[config.mk]
export PLATFORM = sky130hd
export DESIGN_NAME = mem_port_arbiter_flat
export DESIGN_NICKNAME = d
export VERILOG_FILES = /design/src/rtl/mem_port_arbiter_if.sv /design/src/rtl/mem_port_arbiter.sv /design/src/flat_wrapper.sv
export SDC_FILE = /design/constraint.sdc
export NUM_CORES = 1
export LEC_CHECK = 0
export BUFFER_PORTS_ARGS = -buffer_cell sky130_fd_sc_hd__buf_2
export CAP_MARGIN = 10
export CELL_PAD_IN_SITES_DETAIL_PLACEMENT = 1
export CELL_PAD_IN_SITES_GLOBAL_PLACEMENT = 1
export CORE_ASPECT_RATIO = 0.75
export CORE_MARGIN = 2
export CORE_UTILIZATION = 38
export CTS_BUF_LIST = sky130_fd_sc_hd__clkbuf_16
export DETAILED_ROUTE_END_ITERATION = 12
export PLACE_DENSITY = 0.94
export RECOVER_POWER = 25
export SYNTH_ARGS = -nofsm -noshare
export SYNTH_HDL_FRONTEND = slang
export SYNTH_SLANG_ARGS = --single-unit
[constraint.sdc]
create_clock -name clk -period 8.1 [get_ports clk]
set_clock_uncertainty 0.2 [all_clocks]
set_input_delay 0.405 -clock clk [delete_from_list [all_inputs] [get_ports clk]]
set_output_delay 0.405 -clock clk [all_outputs]
set_load 0.1 [all_outputs]
[src/rtl/mem_port_arbiter_if.sv]
// Handshake bundle between the pipeline stages, the port arbiter and the memory.
// The arbiter takes the slave view; the pipeline/memory environment takes the master view.
interface mem_port_arbiter_if;
  logic        i_req;
  logic [31:0] i_addr;
  logic [31:0] i_rdata;
  logic        i_ready;
  logic        d_req;
  logic        d_write;
  logic [1:0]  d_size;
  logic [31:0] d_addr;
  logic [31:0] d_wdata;
  logic [31:0] d_rdata;
  logic        d_ready;
  logic        stall_if;
  logic        stall_mem;
  logic        m_req;
  logic        m_write;
  logic [1:0]  m_size;
  logic [31:0] m_addr;
  logic [31:0] m_wdata;
  logic [31:0] m_rdata;
  logic        m_ready_n;
  logic        m_busy;
  logic        err;

  modport slave (
    input  i_req, i_addr, d_req, d_write, d_size, d_addr, d_wdata,
    input  m_rdata, m_ready_n, m_busy,
    output i_rdata, i_ready, d_rdata, d_ready, stall_if, stall_mem,
    output m_req, m_write, m_size, m_addr, m_wdata, err
  );

  modport master (
    output i_req, i_addr, d_req, d_write, d_size, d_addr, d_wdata,
    output m_rdata, m_ready_n, m_busy,
    input  i_rdata, i_ready, d_rdata, d_ready, stall_if, stall_mem,
    input  m_req, m_write, m_size, m_addr, m_wdata, err
  );
endinterface

[src/rtl/mem_port_arbiter.sv]
// Shares one memory port between instruction fetch and data access: data preferred,
// fetch forced after STARVE_LIMIT consecutive data grants, timeout abort with err pulse.
module mem_port_arbiter #(
  parameter int unsigned STARVE_LIMIT = 4,
  parameter int unsigned TIMEOUT      = 255
) (
  input logic               clk,
  input logic               rst,
  mem_port_arbiter_if.slave bus
);

  typedef enum logic [1:0] {
    IDLE    = 2'd0,
    GRANT_I = 2'd1,
    GRANT_D = 2'd2,
    DONE    = 2'd3
  } state_t;

  localparam logic [3:0] STARVE_MAX = 4'(STARVE_LIMIT);
  localparam logic [7:0] TIMER_LAST = 8'(TIMEOUT - 1);

  state_t      state_r, state_s;
  logic [3:0]  starve_cnt_r, starve_cnt_s;
  logic [7:0]  timer_r, timer_s;
  logic        m_req_r, m_req_s;
  logic        m_write_r, m_write_s;
  logic [1:0]  m_size_r, m_size_s;
  logic [31:0] m_addr_r, m_addr_s;
  logic [31:0] m_wdata_r, m_wdata_s;
  logic [31:0] i_rdata_r, i_rdata_s;
  logic [31:0] d_rdata_r, d_rdata_s;
  logic        i_ready_r, i_ready_s;
  logic        d_ready_r, d_ready_s;
  logic        err_r, err_s;
  logic        take_fetch_s;

  // Fetch wins when data is idle or fetch has waited through STARVE_LIMIT data grants.
  assign take_fetch_s = bus.i_req & (~bus.d_req | (starve_cnt_r == STARVE_MAX));

  // Next-state and next-output logic for the grant FSM.
  always_comb begin
    state_s      = state_r;
    starve_cnt_s = starve_cnt_r;
    timer_s      = timer_r;
    m_req_s      = m_req_r;
    m_write_s    = m_write_r;
    m_size_s     = m_size_r;
    m_addr_s     = m_addr_r;
    m_wdata_s    = m_wdata_r;
    i_rdata_s    = i_rdata_r;
    d_rdata_s    = d_rdata_r;
    i_ready_s    = 1'b0;
    d_ready_s    = 1'b0;
    err_s        = 1'b0;
    case (state_r)
      IDLE: begin
        if (bus.m_busy) begin
          state_s = IDLE;
        end else if (take_fetch_s) begin
          state_s      = GRANT_I;
          timer_s      = 8'd0;
          starve_cnt_s = 4'd0;
          m_req_s      = 1'b1;
          m_write_s    = 1'b0;
          m_size_s     = 2'b10;
          m_addr_s     = bus.i_addr;
          m_wdata_s    = 32'h0000_0000;
        end else if (bus.d_req) begin
          state_s   = GRANT_D;
          timer_s   = 8'd0;
          m_req_s   = 1'b1;
          m_write_s = bus.d_write;
          m_size_s  = bus.d_size;
          m_addr_s  = bus.d_addr;
          m_wdata_s = bus.d_wdata;
          if (bus.i_req && (starve_cnt_r < STARVE_MAX)) begin
            starve_cnt_s = starve_cnt_r + 4'd1;
          end else begin
            starve_cnt_s = starve_cnt_r;
          end
        end else begin
          state_s = IDLE;
        end
      end
      GRANT_I, GRANT_D: begin
        // Completion takes priority over timeout; m_busy is irrelevant once granted.
        if (!bus.m_ready_n) begin
          m_req_s = 1'b0;
          state_s = DONE;
          if (state_r == GRANT_I) begin
            i_ready_s = 1'b1;
            i_rdata_s = bus.m_rdata;
          end else begin
            d_ready_s = 1'b1;
            if (!m_write_r) begin
              d_rdata_s = bus.m_rdata;
            end else begin
              d_rdata_s = d_rdata_r;
            end
          end
        end else if (timer_r == TIMER_LAST) begin
          m_req_s = 1'b0;
          err_s   = 1'b1;
          state_s = DONE;
          if (state_r == GRANT_I) begin
            i_ready_s = 1'b1;
          end else begin
            d_ready_s = 1'b1;
          end
        end else begin
          timer_s = timer_r + 8'd1;
        end
      end
      DONE: begin
        state_s = IDLE;
      end
      default: begin
        state_s = IDLE;
        m_req_s = 1'b0;
      end
    endcase
  end

  // State and registered-output update; reset drops m_req immediately.
  always_ff @(posedge clk or posedge rst) begin
    if (rst) begin
      state_r      <= IDLE;
      starve_cnt_r <= 4'd0;
      timer_r      <= 8'd0;
      m_req_r      <= 1'b0;
      m_write_r    <= 1'b0;
      m_size_r     <= 2'b00;
      m_addr_r     <= 32'h0000_0000;
      m_wdata_r    <= 32'h0000_0000;
      i_rdata_r    <= 32'h0000_0000;
      d_rdata_r    <= 32'h0000_0000;
      i_ready_r    <= 1'b0;
      d_ready_r    <= 1'b0;
      err_r        <= 1'b0;
    end else begin
      state_r      <= state_s;
      starve_cnt_r <= starve_cnt_s;
      timer_r      <= timer_s;
      m_req_r      <= m_req_s;
      m_write_r    <= m_write_s;
      m_size_r     <= m_size_s;
      m_addr_r     <= m_addr_s;
      m_wdata_r    <= m_wdata_s;
      i_rdata_r    <= i_rdata_s;
      d_rdata_r    <= d_rdata_s;
      i_ready_r    <= i_ready_s;
      d_ready_r    <= d_ready_s;
      err_r        <= err_s;
    end
  end

  assign bus.m_req     = m_req_r;
  assign bus.m_write   = m_write_r;
  assign bus.m_size    = m_size_r;
  assign bus.m_addr    = m_addr_r;
  assign bus.m_wdata   = m_wdata_r;
  assign bus.i_rdata   = i_rdata_r;
  assign bus.d_rdata   = d_rdata_r;
  assign bus.i_ready   = i_ready_r;
  assign bus.d_ready   = d_ready_r;
  assign bus.err       = err_r;
  assign bus.stall_if  = bus.i_req & ~i_ready_r;
  assign bus.stall_mem = bus.d_req & ~d_ready_r;

endmodule

[src/flat_wrapper.sv]
// flat-port wrapper written by rule: the top's interface ports become plain ports
module mem_port_arbiter_flat 
#(
  parameter int unsigned STARVE_LIMIT = 4,
  parameter int unsigned TIMEOUT      = 255
)
  (clk, rst, bus_i_req, bus_i_addr, bus_d_req, bus_d_write, bus_d_size, bus_d_addr, bus_d_wdata, bus_m_rdata, bus_m_ready_n, bus_m_busy, bus_i_rdata, bus_i_ready, bus_d_rdata, bus_d_ready, bus_stall_if, bus_stall_mem, bus_m_req, bus_m_write, bus_m_size, bus_m_addr, bus_m_wdata, bus_err);
  mem_port_arbiter_if bus_i ();
  input logic clk;
  input logic rst;
  input wire logic [$bits(bus_i.i_req)-1:0] bus_i_req;
  input wire logic [$bits(bus_i.i_addr)-1:0] bus_i_addr;
  input wire logic [$bits(bus_i.d_req)-1:0] bus_d_req;
  input wire logic [$bits(bus_i.d_write)-1:0] bus_d_write;
  input wire logic [$bits(bus_i.d_size)-1:0] bus_d_size;
  input wire logic [$bits(bus_i.d_addr)-1:0] bus_d_addr;
  input wire logic [$bits(bus_i.d_wdata)-1:0] bus_d_wdata;
  input wire logic [$bits(bus_i.m_rdata)-1:0] bus_m_rdata;
  input wire logic [$bits(bus_i.m_ready_n)-1:0] bus_m_ready_n;
  input wire logic [$bits(bus_i.m_busy)-1:0] bus_m_busy;
  output wire logic [$bits(bus_i.i_rdata)-1:0] bus_i_rdata;
  output wire logic [$bits(bus_i.i_ready)-1:0] bus_i_ready;
  output wire logic [$bits(bus_i.d_rdata)-1:0] bus_d_rdata;
  output wire logic [$bits(bus_i.d_ready)-1:0] bus_d_ready;
  output wire logic [$bits(bus_i.stall_if)-1:0] bus_stall_if;
  output wire logic [$bits(bus_i.stall_mem)-1:0] bus_stall_mem;
  output wire logic [$bits(bus_i.m_req)-1:0] bus_m_req;
  output wire logic [$bits(bus_i.m_write)-1:0] bus_m_write;
  output wire logic [$bits(bus_i.m_size)-1:0] bus_m_size;
  output wire logic [$bits(bus_i.m_addr)-1:0] bus_m_addr;
  output wire logic [$bits(bus_i.m_wdata)-1:0] bus_m_wdata;
  output wire logic [$bits(bus_i.err)-1:0] bus_err;
  assign bus_i.i_req = bus_i_req;
  assign bus_i.i_addr = bus_i_addr;
  assign bus_i.d_req = bus_d_req;
  assign bus_i.d_write = bus_d_write;
  assign bus_i.d_size = bus_d_size;
  assign bus_i.d_addr = bus_d_addr;
  assign bus_i.d_wdata = bus_d_wdata;
  assign bus_i.m_rdata = bus_m_rdata;
  assign bus_i.m_ready_n = bus_m_ready_n;
  assign bus_i.m_busy = bus_m_busy;
  assign bus_i_rdata = bus_i.i_rdata;
  assign bus_i_ready = bus_i.i_ready;
  assign bus_d_rdata = bus_i.d_rdata;
  assign bus_d_ready = bus_i.d_ready;
  assign bus_stall_if = bus_i.stall_if;
  assign bus_stall_mem = bus_i.stall_mem;
  assign bus_m_req = bus_i.m_req;
  assign bus_m_write = bus_i.m_write;
  assign bus_m_size = bus_i.m_size;
  assign bus_m_addr = bus_i.m_addr;
  assign bus_m_wdata = bus_i.m_wdata;
  assign bus_err = bus_i.err;
  mem_port_arbiter #(.STARVE_LIMIT(STARVE_LIMIT), .TIMEOUT(TIMEOUT)) u_core (.clk(clk), .rst(rst), .bus(bus_i));
endmodule
==> insert_results.sql <==
INSERT INTO impl_metrics (metric_group, metric, value, unit) VALUES
('place', 'hpwlAfterDp', '14.55', 'mm'),
('clock_network', 'insertion_delay', '420', 'ps'),
('worst_setup_path', 'cp.arrival', '4020', 'ps'),
('worst_hold_path', 'hp-class', 'in -> reg', ''),
('yosys', 'synth.avg_cell_area', '10.82', 'sq um'),
('yosys', 'commonest_register_cell_after_synthesis', 'sky130_fd_sc_hd__dfrtp_1', ''),
('timing', 'timing.slew.headroom', '-1.276', ''),
('yosys', 'yosysSeqAreaShare', '0.5942', ''),
('final_layout', 'drive_above_1_share', '0.3980', ''),
('yosys', 'post_synth_instance_area', '6275', 'sq um'),
('timing', 'worst_slew_pin_slew', '3396', 'ps'),
('yosys', 'synth.area.top_cells', 'sky130_fd_sc_hd__dfrtp_1, sky130_fd_sc_hd__mux2_2, sky130_fd_sc_hd__nand2_1', ''),
('yosys', 'syn_nets', '725', ''),
('grt', 'grt_start_max_net_pins', '79', ''),
('floorplan', 'fp.dieW', '152.4', 'um'),
('drt', 'via_count', '5756', ''),
('final_layout', 'fin_nets', '1014', ''),
('worst_setup_path', 'critical_path.endpoint_type', 'asynchronous set/reset pin', ''),
('status', 'status', 'finished, violations left', ''),
('drt', 'remaining_drc_errors', '0', ''),
('yosys', 'synth_edf_count', '0', ''),
('yosys', 'syn_inst', '580', ''),
('clock_network', 'cts-root-buf', 'sky130_fd_sc_hd__clkbuf_16', ''),
('drt', 'drt-vias-per-instance', '5.261', ''),
('timing', 'finalHoldViolations', '0', ''),
('worst_setup_path', 'crit_path_max_fanout', '78', ''),
('timing', 'achievable-frequency', '263.0', 'MHz'),
('yosys', 'ys_ff_latch', '149', ''),
('final_layout', 'areaGrowthSynthToFinish', '37.77', '%'),
('grt', 'grt_use_total', '0.2550', ''),
('grt', 'number_of_global_route_vias_before_repair', '6281', ''),
('timing', 'fin_tns_setup', '0', 'ps'),
('place', 'portBuffers', '273', ''),
('timing', 'timing.final.max_slew_violations', '79', ''),
('floorplan', 'die_outline_height', '115.3', 'um'),
('floorplan', 'io-pin-count', '274', ''),
('yosys', 'synth.largest_area_cell', 'sky130_fd_sc_hd__dfrtp_1', ''),
('grt', 'first_pass_grt_wire_length', '34.86', 'mm'),
('floorplan', 'start_util', '0.3906', ''),
('floorplan', 'design.core.area', '16070', 'sq um'),
('yosys', 'synth_cell_types', '43', ''),
('drt', 'final_wirelength', '22.32', 'mm'),
('floorplan', 'area_of_the_die', '17570', 'sq um'),
('grt', 'grt_antenna_before_repair', '3', ''),
('clock_network', 'cts_inserted_buffers', '17', ''),
('timing', 'period_utilization', '0.4695', ''),
('status', 'violations', 'max-capacitance violations, max-slew violations', ''),
('clock_network', 'tritoncts', 'built', ''),
('clock_network', 'cts.sinks', '149', ''),
('clock_network', 'clk_pin_slew', '60', 'ps'),
('yosys', 'synthArstFlopShare', '1.000', ''),
('timing', 'rsz_0062_raised_after_global_routing', 'false', ''),
('worst_setup_path', 'reg2reg_slack', '5320', 'ps'),
('clock_network', 'cts_buffer_depth', '2', ''),
('drt', 'drt-pass1-iter-count', '4', ''),
('drt', 'detailed_route_wire_length_per_cell', '20.40', 'um'),
('yosys', 'yosysWarningCount', '0', ''),
('clock_network', 'cts_htree_levels', '4', ''),
('timing', 'setup-violations-final', '0', ''),
('drt', 'detail_route.iter0.violations', '330', ''),
('drt', 'post_route_ant_nets', '0', ''),
('place', 'gp_congestion', '0.7873', ''),
('grt', 'grt_remaining_overflow', '0', ''),
('worst_setup_path', 'worst-setup-path-type', 'in -> async', ''),
('floorplan', 'num_rows', '40', ''),
('clock_network', 'post-cts-setup-buffer-count', '0', ''),
('worst_setup_path', 'worstSetupStartpointType', 'input pin', ''),
('flow_run', 'drv_cap', '1', ''),
('worst_setup_path', 'worstPathRequired', '8320', 'ps'),
('timing', 'timing.final.crit_period', '3803', 'ps'),
('yosys', 'yosysTopAreaCellShare', '0.5942', '');
## final timing paths
kind                                     endpoint  depth (start not counted)              startpoint
max reg2reg                 u_core.bus.d_rdata[0]                          6       u_core.state_r[0]
max                         u_core.bus.m_addr[29]                          4                     rst
min                         u_core.bus.m_addr[19]                          3          bus_d_addr[19]
min reg2reg                u_core.bus.m_wdata[13]                          2  u_core.bus.m_wdata[13]
max in group clk            u_core.bus.d_rdata[0]                          6       u_core.state_r[0]
min in group asynchronous  u_core.bus.m_wdata[13]                          3                     rst
## per-stage QoR
stage	hold WS (ps)	cells	setup WS [ps]	area (sq um)	utilization
after floorplan	300.0	580	3487	6275	-
after global routing	5.336	1093	3706	8642	0.5379
after global placement	244.6	1035	5444	7829	0.4873
final	18.67	1094	4297	8645	0.5381
after CTS	0.1066	1092	5330	8685	0.5406
after detailed placement	249.9	1035	5338	7829	0.4873
## cell usage after synthesis, types with 2 or more instances
master,number
sky130_fd_sc_hd__a21oi_1,69
sky130_fd_sc_hd__buf_2,13
sky130_fd_sc_hd__buf_4,4
sky130_fd_sc_hd__clkbuf_1,18
sky130_fd_sc_hd__dfrtp_1,149
sky130_fd_sc_hd__ha_1,8
sky130_fd_sc_hd__inv_1,11
sky130_fd_sc_hd__mux2_1,2
sky130_fd_sc_hd__mux2_2,64
sky130_fd_sc_hd__nand2_1,114
sky130_fd_sc_hd__nand3_1,42
sky130_fd_sc_hd__nand4_1,3
sky130_fd_sc_hd__nor2_1,35
sky130_fd_sc_hd__nor2b_1,3
sky130_fd_sc_hd__nor3_1,3
sky130_fd_sc_hd__o211ai_1,4
sky130_fd_sc_hd__o21a_1,2
sky130_fd_sc_hd__o21ai_0,5
sky130_fd_sc_hd__o21ai_1,2
sky130_fd_sc_hd__o21bai_1,2
sky130_fd_sc_hd__o311ai_0,4
sky130_fd_sc_hd__or4_1,2
## layout make-up
| type | count | area [sq um] |
|---|---|---|
| Fill cell | 1812 | 7421 |
| Sequential cell | 149 | 3729 |
| Multi-Input combinational cell | 384 | 2365 |
| Timing Repair Buffer | 305 | 1632 |
| Clock buffer | 17 | 425.4 |
| Tap cell | 210 | 262.8 |
| Clock inverter | 15 | 180.2 |
| Inverter | 12 | 46.29 |
| Antenna cell | 2 | 5.005 |
## critical path, cell delays in order
cell and delay [ps]:
sky130_fd_sc_hd__dlygate4sd3_1 530, sky130_fd_sc_hd__buf_2 120, sky130_fd_sc_hd__clkinvlp_2 1890, sky130_fd_sc_hd__buf_4 980
## placed cells by master, fill, tap and decap left out, drive strengths merged, types with 2 or more instances in the layout
cell type	synthesis	layout
nor2b	3	3
ha	8	8
nand2	114	114
o211ai	4	4
or4	2	2
o21bai	2	2
o311ai	5	5
dlygate4sd3	0	25
inv	12	16
o21a	2	2
clkinv	0	5
clkbuf	18	47
diode	0	2
mux2	66	66
clkinvlp	0	3
dfrtp	149	149
nand4	4	4
buf	17	250
nand3	42	42
o21ai	8	8
nor3	3	3
nor2	35	35
a21oi	69	69
bufinv	0	3
## layer usage
| layer | wire length [um] | track usage |
|---|---|---|
| met1 | 8718 | 0.2986 |
| met5 | 13 | 0 |
| met3 | 1667 | 0.07086 |
| met4 | 673 | 0.09657 |
| met2 | 11240 | 0.4529 |
## repair_timing
| item | 4_1_cts | 5_1_grt |
|---|---|---|
| hold endpoints to repair | 101 | 0 |
| endpoints found under the setup margin | 0 | 0 |
| resized for setup | 0 | 0 |
| hold buffers | 25 | 0 |
## sequential cells by signal, summed over array words and instances (netlist names)
name / cells
u_core.bus.d_rdata: 32
u_core.state_r: 2
u_core.bus.i_rdata: 32
u_core.starve_cnt_r: 4
u_core.timer_r: 8
u_core.bus.m_addr: 32
u_core.bus.err: 1
u_core.bus.m_req: 1
u_core.bus.m_write: 1
u_core.bus.d_ready: 1
u_core.bus.m_size: 2
u_core.bus.m_wdata: 32
u_core.bus.i_ready: 1
## cell families after synthesis
| kind of cell | count (synthesis) | synth area share |
|---|---|---|
| AOI/OAI and AO/OA | 98 | 0.09033 |
| adders and majority gates | 8 | 0.01595 |
| buffers and inverters | 47 | 0.03310 |
| DFF | 149 | 0.5942 |
| muxes | 66 | 0.1184 |
| and+or+nand+nor | 212 | 0.1480 |
Power is not shown: default switching activity piles up to over one toggle a cycle in this logic, so the estimate is an artifact.
